===== src/rtl/matrix_scan_driver.sv =====
// Row-scanned LED matrix driver: shifts a snapshot row out to a colour shift-register chain,
// latches it, then enables that row for a fixed dwell before moving to the next.
module matrix_scan_driver #(
  parameter int unsigned DIV   = 2,
  parameter int unsigned DWELL = 4000
) (
  input  logic             clk,
  input  logic             reset,
  input  logic             en,
  input  logic [7:0][23:0] frame,
  output logic             ser_data,
  output logic             ser_clk,
  output logic             ser_latch,
  output logic [7:0]       row_sel,
  output logic             frame_start
);

  typedef enum logic [2:0] {StIdle, StLoad, StShift, StLatch, StDisplay} state_e;

  state_e           state_q, state_d;
  logic [15:0]      cnt_q, cnt_d;
  logic             half_q, half_d;
  logic [4:0]       bit_q, bit_d;
  logic [2:0]       row_q, row_d;
  logic [7:0][23:0] snap_q, snap_d;

  logic div_last, shift_done, latch_done, disp_done;

  assign div_last   = (cnt_q == 16'(DIV - 1));
  assign shift_done = (state_q == StShift) && div_last && half_q && (bit_q == 5'd23);
  assign latch_done = (state_q == StLatch) && div_last;
  assign disp_done  = (state_q == StDisplay) && (cnt_q == 16'(DWELL - 1));

  always_ff @(posedge clk) begin
    if (!reset) begin
      state_q <= StIdle;
    end else begin
      state_q <= state_d;
    end
  end

  always_comb begin
    state_d = state_q;
    unique case (state_q)
      StIdle:    if (en) state_d = StLoad;
      StLoad:    state_d = StShift;
      StShift:   if (shift_done) state_d = StLatch;
      StLatch:   if (latch_done) state_d = StDisplay;
      StDisplay: begin
        if (disp_done) begin
          if (!en)                 state_d = StIdle;
          else if (row_q == 3'd7)  state_d = StLoad;
          else                     state_d = StShift;
        end
      end
      default:   state_d = StIdle;
    endcase
  end

  always_comb begin
    ser_data    = 1'b0;
    ser_clk     = 1'b0;
    ser_latch   = 1'b0;
    frame_start = 1'b0;
    row_sel     = 8'hFF;
    unique case (state_q)
      StLoad:    frame_start = 1'b1;
      StShift: begin
        ser_data = snap_q[row_q][5'd23 - bit_q];
        ser_clk  = half_q;
      end
      StLatch:   ser_latch = 1'b1;
      StDisplay: row_sel = ~(8'b1 << row_q);
      default:   ;
    endcase
  end

  // Phase counter restarts at every phase boundary so no phase ever relies on wraparound.
  always_comb begin
    cnt_d  = cnt_q + 16'd1;
    half_d = half_q;
    bit_d  = bit_q;
    row_d  = row_q;
    snap_d = snap_q;
    unique case (state_q)
      StIdle: begin
        cnt_d  = '0;
        half_d = 1'b0;
        bit_d  = '0;
      end
      StLoad: begin
        cnt_d  = '0;
        snap_d = frame;
        row_d  = '0;
      end
      StShift: begin
        if (div_last) begin
          cnt_d  = '0;
          half_d = ~half_q;
          if (half_q) bit_d = shift_done ? 5'd0 : bit_q + 5'd1;
        end
      end
      StLatch:   if (latch_done) cnt_d = '0;
      StDisplay: begin
        if (disp_done) begin
          cnt_d = '0;
          if (en) row_d = row_q + 3'd1;
        end
      end
      default:   cnt_d = '0;
    endcase
  end

  always_ff @(posedge clk) begin
    if (!reset) begin
      cnt_q  <= '0;
      half_q <= 1'b0;
      bit_q  <= '0;
      row_q  <= '0;
      snap_q <= '0;
    end else begin
      cnt_q  <= cnt_d;
      half_q <= half_d;
      bit_q  <= bit_d;
      row_q  <= row_d;
      snap_q <= snap_d;
    end
  end

endmodule


===== config.mk =====
export PLATFORM = sky130hd
export DESIGN_NAME = matrix_scan_driver
export DESIGN_NICKNAME = d
export VERILOG_FILES = /design/src/rtl/matrix_scan_driver.sv
export SDC_FILE = /design/constraint.sdc
export NUM_CORES = 1
export LEC_CHECK = 0
export ABC_AREA = 1
export BUFFER_PORTS_ARGS = -buffer_cell sky130_fd_sc_hd__buf_2
export CAP_MARGIN = 20
export CELL_PAD_IN_SITES_DETAIL_PLACEMENT = 1
export CELL_PAD_IN_SITES_GLOBAL_PLACEMENT = 1
export CORE_MARGIN = 4
export CORE_UTILIZATION = 35
export DETAILED_ROUTE_END_ITERATION = 6
export PLACE_DENSITY = 0.72
export RECOVER_POWER = 50
export SLEW_MARGIN = 25
export SYNTH_ARGS = -nofsm -noshare
export SYNTH_HDL_FRONTEND = slang
export SYNTH_SLANG_ARGS = --single-unit

===== constraint.sdc =====
create_clock -name clk -period 1.7 [get_ports clk]
set_input_delay 0.34 -clock clk [delete_from_list [all_inputs] [get_ports clk]]
set_output_delay 0.34 -clock clk [all_outputs]
set_load 0.02 [all_outputs]

# [Word-level counts from Yosys, hierarchy flattened]
# Index checks and enable logic that the tools add are counted.
[totals] regBits=220 latch_bits=0 ramBits=0 romBits=0 output_inout_bits=12 word_cells=78 n_memories=0
[classes] n_addsub=4 mul=0 n_div=0 order_cmp=2 n_eq_ne=15 n_shift=1 n_mux=29 n_bitwise=2 n_reduce_logical=12
[op_table] op="binary-select mux 24 bit (select 3 bit)" count=1
[op_table] op="two-way mux 16 bit" count=3
[op_table] op="one-hot mux 16 bit (3 select lines)" count=1
[op_table] op="two-way mux 24 bit" count=1
[op_table] op="two-way mux 3 bit" count=6
[op_table] op="adder 16 x 1 -> 16 bit, second input constant" count=1
[op_table] op="== test 16 x 1 -> 1 bit, second input constant" count=1
[op_table] op="== test 16 x 12 -> 1 bit, second input constant" count=1
[op_table] op="two-way mux 5 bit" count=3
[op_table] op="one-hot mux 3 bit (5 select lines)" count=1
[op_table] op="!= test 2 bit, second input constant" count=7
[op_table] op="one-hot mux 5 bit (2 select lines)" count=1
[op_table] op="two-way mux 8 bit" count=1
[op_table] op="inverter 8 bit" count=1
[op_table] op="left shift 1 x 3 -> 8 bit, first input constant" count=1
[op_table] op="== test 3 x 2 -> 1 bit, second input constant" count=2
[op_table] op="== test 3 bit, second input constant" count=2
[op_table] op="less-than comparator 5 x 6 -> 1 bit, second input constant" count=1
[op_table] op="two-way mux 1 bit" count=6
[op_table] op="one-hot mux 3 bit (2 select lines)" count=1
[op_table] op="AND reduction 3 bit" count=2
[op_table] op="adder 5 x 1 -> 5 bit, second input constant" count=1
[op_table] op="binary-select mux 1 bit (select 5 bit)" count=1
[op_table] op="== test 5 bit, second input constant" count=1
[op_table] op="other kinds (12)" count=18

# [Depth between registers and ports, before layout]
[depth] ltp_word=8 depth_mapped=14 ltp_nobuf=11

# [Worst setup path after synthesis]
# No wires, ideal clock.
[synth_path] path_kind="reg2out" startpoint="register row_q[1]" endpoint="output port ser_data" t_arrival_ns=1.660 t_required_ns=1.360 slack_ns=-0.300 stages_incl_launch_ff=12 cell_sequence="dfxtp_1 > buf_4 > inv_2 > buf_2 > buf_4 > nand3_1 > nand3_1 > a21oi_1 > o211ai_1 > nand2_1 > nand2_1 > a21oi_1"
[synth_via] elab_chain_cells=5
[synth_rtl] element="from (decl)" line_no="24" text="logic [2:0] row_q, row_d;"
[synth_rtl] element="from (signal assigned)" line_no="125" text="row_q <= row_d;"
[synth_rtl] element="binary-select mux 24 bit (select 3 bit)" line_no="69" text="ser_data = snap_q[row_q][5'd23 - bit_q];"
[synth_rtl] element="two-way mux 24 bit (implied by the code)" line_no="69"
[synth_rtl] element="binary-select mux 1 bit (select 5 bit)" line_no="69"
[synth_rtl] element="two-way mux 1 bit (implied by the code)" line_no="69"
[synth_rtl] element="two-way mux 1 bit" line_no="66" text="unique case (state_q)"
[synth_rtl] element="to (decl)" line_no="11" text="output logic ser_data,"
# No other way between the ends. The select of a mux whose other input is x is not followed.

# [Worst setup path after layout]
[layout_path] startpoint="register row_q[0]" endpoint="output port ser_data"
# Same word-level chain as after synthesis.

==> run metrics <==
status complete, but fails checks; failing checks setup timing; reg-to-reg endpoint state_q[2]; Reg2Reg Setup Slack -0.21 ns; Post-Synth Simple-Gate Area between 30% and 40%; main combinational cell family by area after synthesis simple AND/OR/NAND/NOR gates; reg2reg start cnt_q[4]; Setup-failing EPs final 130; die area 31,640 um2; synthesized area just over 10,000 um2; unrepaired setup endpoints after global routing true; PortBufs roughly 200; launch point of the worst path row_q[0]; H-tree depth 1; post-route ant nets 0; synth top area cells dfxtp_1, nor2_1, o21ai_0; WL final roughly 45,000 um; critical path endpoint category output port; family with the most delay on the worst path buffers and inverters; CTS buffer count 25; Async SR Flop Fraction 0%; global-route wire length before repair roughly 60,000 um; Ys Warns 0; placed insts slightly above 2k; Skew-Pair Late Insertion Delay between 0.5 and 0.6 ns; critical path peak fanout 6; Synth Area in Adders approximately 1.2%; sequential element share of the synthesized area a little over two fifths; worst-case clock buffer depth 3; CP Class flip-flop to output port; dominant cell type by area after synthesis dfxtp_1; max incr delay on CP about 0.4 ns; power per cell area roughly 1700 nW/um2; Pins Over Slew Limit 0; layout cells sized above 1 31.74%; num ports ~210; clock sink count 220; gpl congestion between 0.9 and 1; Post-synth EDFFs 0; Synth Instances approximately 1.5k; detailed placement HPWL about 28,000 um; Final period util 164.1%; Compound-Gate Fraction of Synth Area 12.19%; clk slew on worst S/H paths roughly 0.06 ns; initial drt markers about 1.1k; Max Fclk between 0.3 and 0.4 GHz; Max IR drop VDD 0.7596 mV; Cell Count, Final, Fillers Out 2,130; Area Overhead vs Synth 43.79%; Root Buffer Master clkbuf_16; CP Data Arrival Time ~2.5 ns; min cycle time layout 2.790 ns; post-layout net count 1,939; drc violations 0; Slew headroom about three quarters; Vias/cell 5.297; CTS Hold Buffers Added 0; startpoint types flip-flop; Mapped Nets 1,700; Max Cap Viol 0; CTS tree built; Placement Setup Slack -0.5863 ns; Die Y ~180 um; Critical Path End ser_data; fin util about half; worst-case reg-to-reg path depth 7; # rows 61; post-synthesis mux area share 0%; fin worst setup slack -1.090 ns; largest net degree at the start of global routing 63; global route overflow 0; crit-path cells buf_12, buf_12, buf_6, nand2_1, nand3_1, nand3_1, a21oi_1, o211ai_1, nand2_1, nand2_2, a21oi_4, buf_6; n_diodes 0; CP required around 1.4 ns; number of global-route vias before repair ~11k; antenna violations before repair 0; Synth top area share 43.61%; Core Box Area around 28,000 um2; Fill cells between 3k and 4k; Seq cells post-synth 220; TNS Setup -9.503 ns; Hold WC Path Type input port to flip-flop; CP Buf/Inv Count 4; Synth Area in XOR/XNOR less than 1%; final hold slack approximately 0.033 ns; DR pass1 iterations 5; Clock Skew roughly 0.015 ns; Final Hold Viols 0; Die X between 150 and 200 um; Cell variety after synth 37; Worst-Margin Slew approximately 0.39 ns; leakage power figure around 6.4 nW; DR vias around 11k; Routed wire per std cell between 20 and 25 um; Initial Util a little over a third; Post-Syn Area per Cell 6.756 um2; Primary FF master, synth dfxtp_1; Crit path depth 12; total track usage between 20% and 30%; Critical-path top delay cell dfxtp_4
[synth_stat cells (all sizes together), types with 4 or more instances]
cell type and instances:
a21oi 20, buf 56, clkbuf 53, dfxtp 220, ha 10, inv 40, nand2 250, nand3 181
nand4 4, nor2 429, nor3 10, o21ai 204
[routing by layer]
| metal | wire, um | global-route usage, % |
|---|---|---|
| met5 | 0 | 0 |
| met4 | 1759 | 6.607 |
| met2 | 21000 | 38.98 |
| met3 | 2893 | 2.620 |
| met1 | 18900 | 33.69 |
[worst register-to-register path, delay by kind of cell, from the launching register on]
kind	cells	cell delay [ns]
buf+inv	2	0.40
simple gates	3	0.63
compound gates	2	0.44
flops	1	0.35
[placed cells by master (no fill, tap or decap), drive strengths merged, types with 3 or more instances in the layout]
cell type / n
a211oi: 3
nand3: 181
buf: 299
a21oi: 20
clkbuf: 56
nand2: 250
o21ai: 204
clkinv: 8
ha: 10
nor3: 10
nand4: 4
o31ai: 3
dfxtp: 220
inv: 40
nor2: 429
[metrics by stage]
step,total power [mW],area (um2)
2_1_floorplan,13.14,10130
3_3_place_gp,16.52,11850
3_5_place_dp,16.68,11850
4_1_cts,22.66,13240
5_1_grt,25.74,14520
6_report,24.37,14520
[flip-flops by register name, indices dropped and copies added, names as in the netlist]
name and flops:
bit_q 5, half_q 1, cnt_q 16, row_q 3, snap_q 192, state_q 3
[worst min-delay path by stage]
stage	cells past startpoint	start	slack [ns]	end
floorplan	1	cnt_q[0]	0.44	cnt_q[0]
global placement	2	snap_q[131]	0.49	snap_q[131]
detailed placement	2	snap_q[124]	0.50	snap_q[124]
CTS	3	frame[18]	0.03	snap_q[18]
global route	3	frame[138]	0.04	snap_q[138]
finish	3	frame[21]	0.03	snap_q[21]
[cells by family after synthesis]
logic type      Yosys count
compound gates          236
xor+xnor                  3
buf+inv                 149
simple gates            877
fa+ha+maj                10
flops                   220
[cell type report]
type                       instances  area (um2)  share of cell area (%)
multi-input combinational       1126        5736                   39.49
sequential                       220        4444                   30.60
timing repair buffer             319        2868                   19.75
clock buffer                      37       720.7                   4.963
tap                              378       473.0                   3.257
inverter                          40       181.4                   1.249
clock inverter                     8       67.56                  0.4652
timing repair inverter             2       32.53                  0.2240
[timing repair]
item | in CTS | in global routing
cloned | 6 | 22
gates resized for setup | 98 | 188
endpoints found under the hold margin | 0 | 0
setup buffers | 9 | 20
setup endpoints to repair | 19 | 203
pin swaps | 15 | 43
[power breakdown]
part	total, mW	internal, mW	switching (mW)
registers	8.44	7.04	1.40
clock network	5.30	3.07	2.23
logic	10.6	4.10	6.53
total	24.4	14.2	10.2
Power figures use the tool's default switching activity.
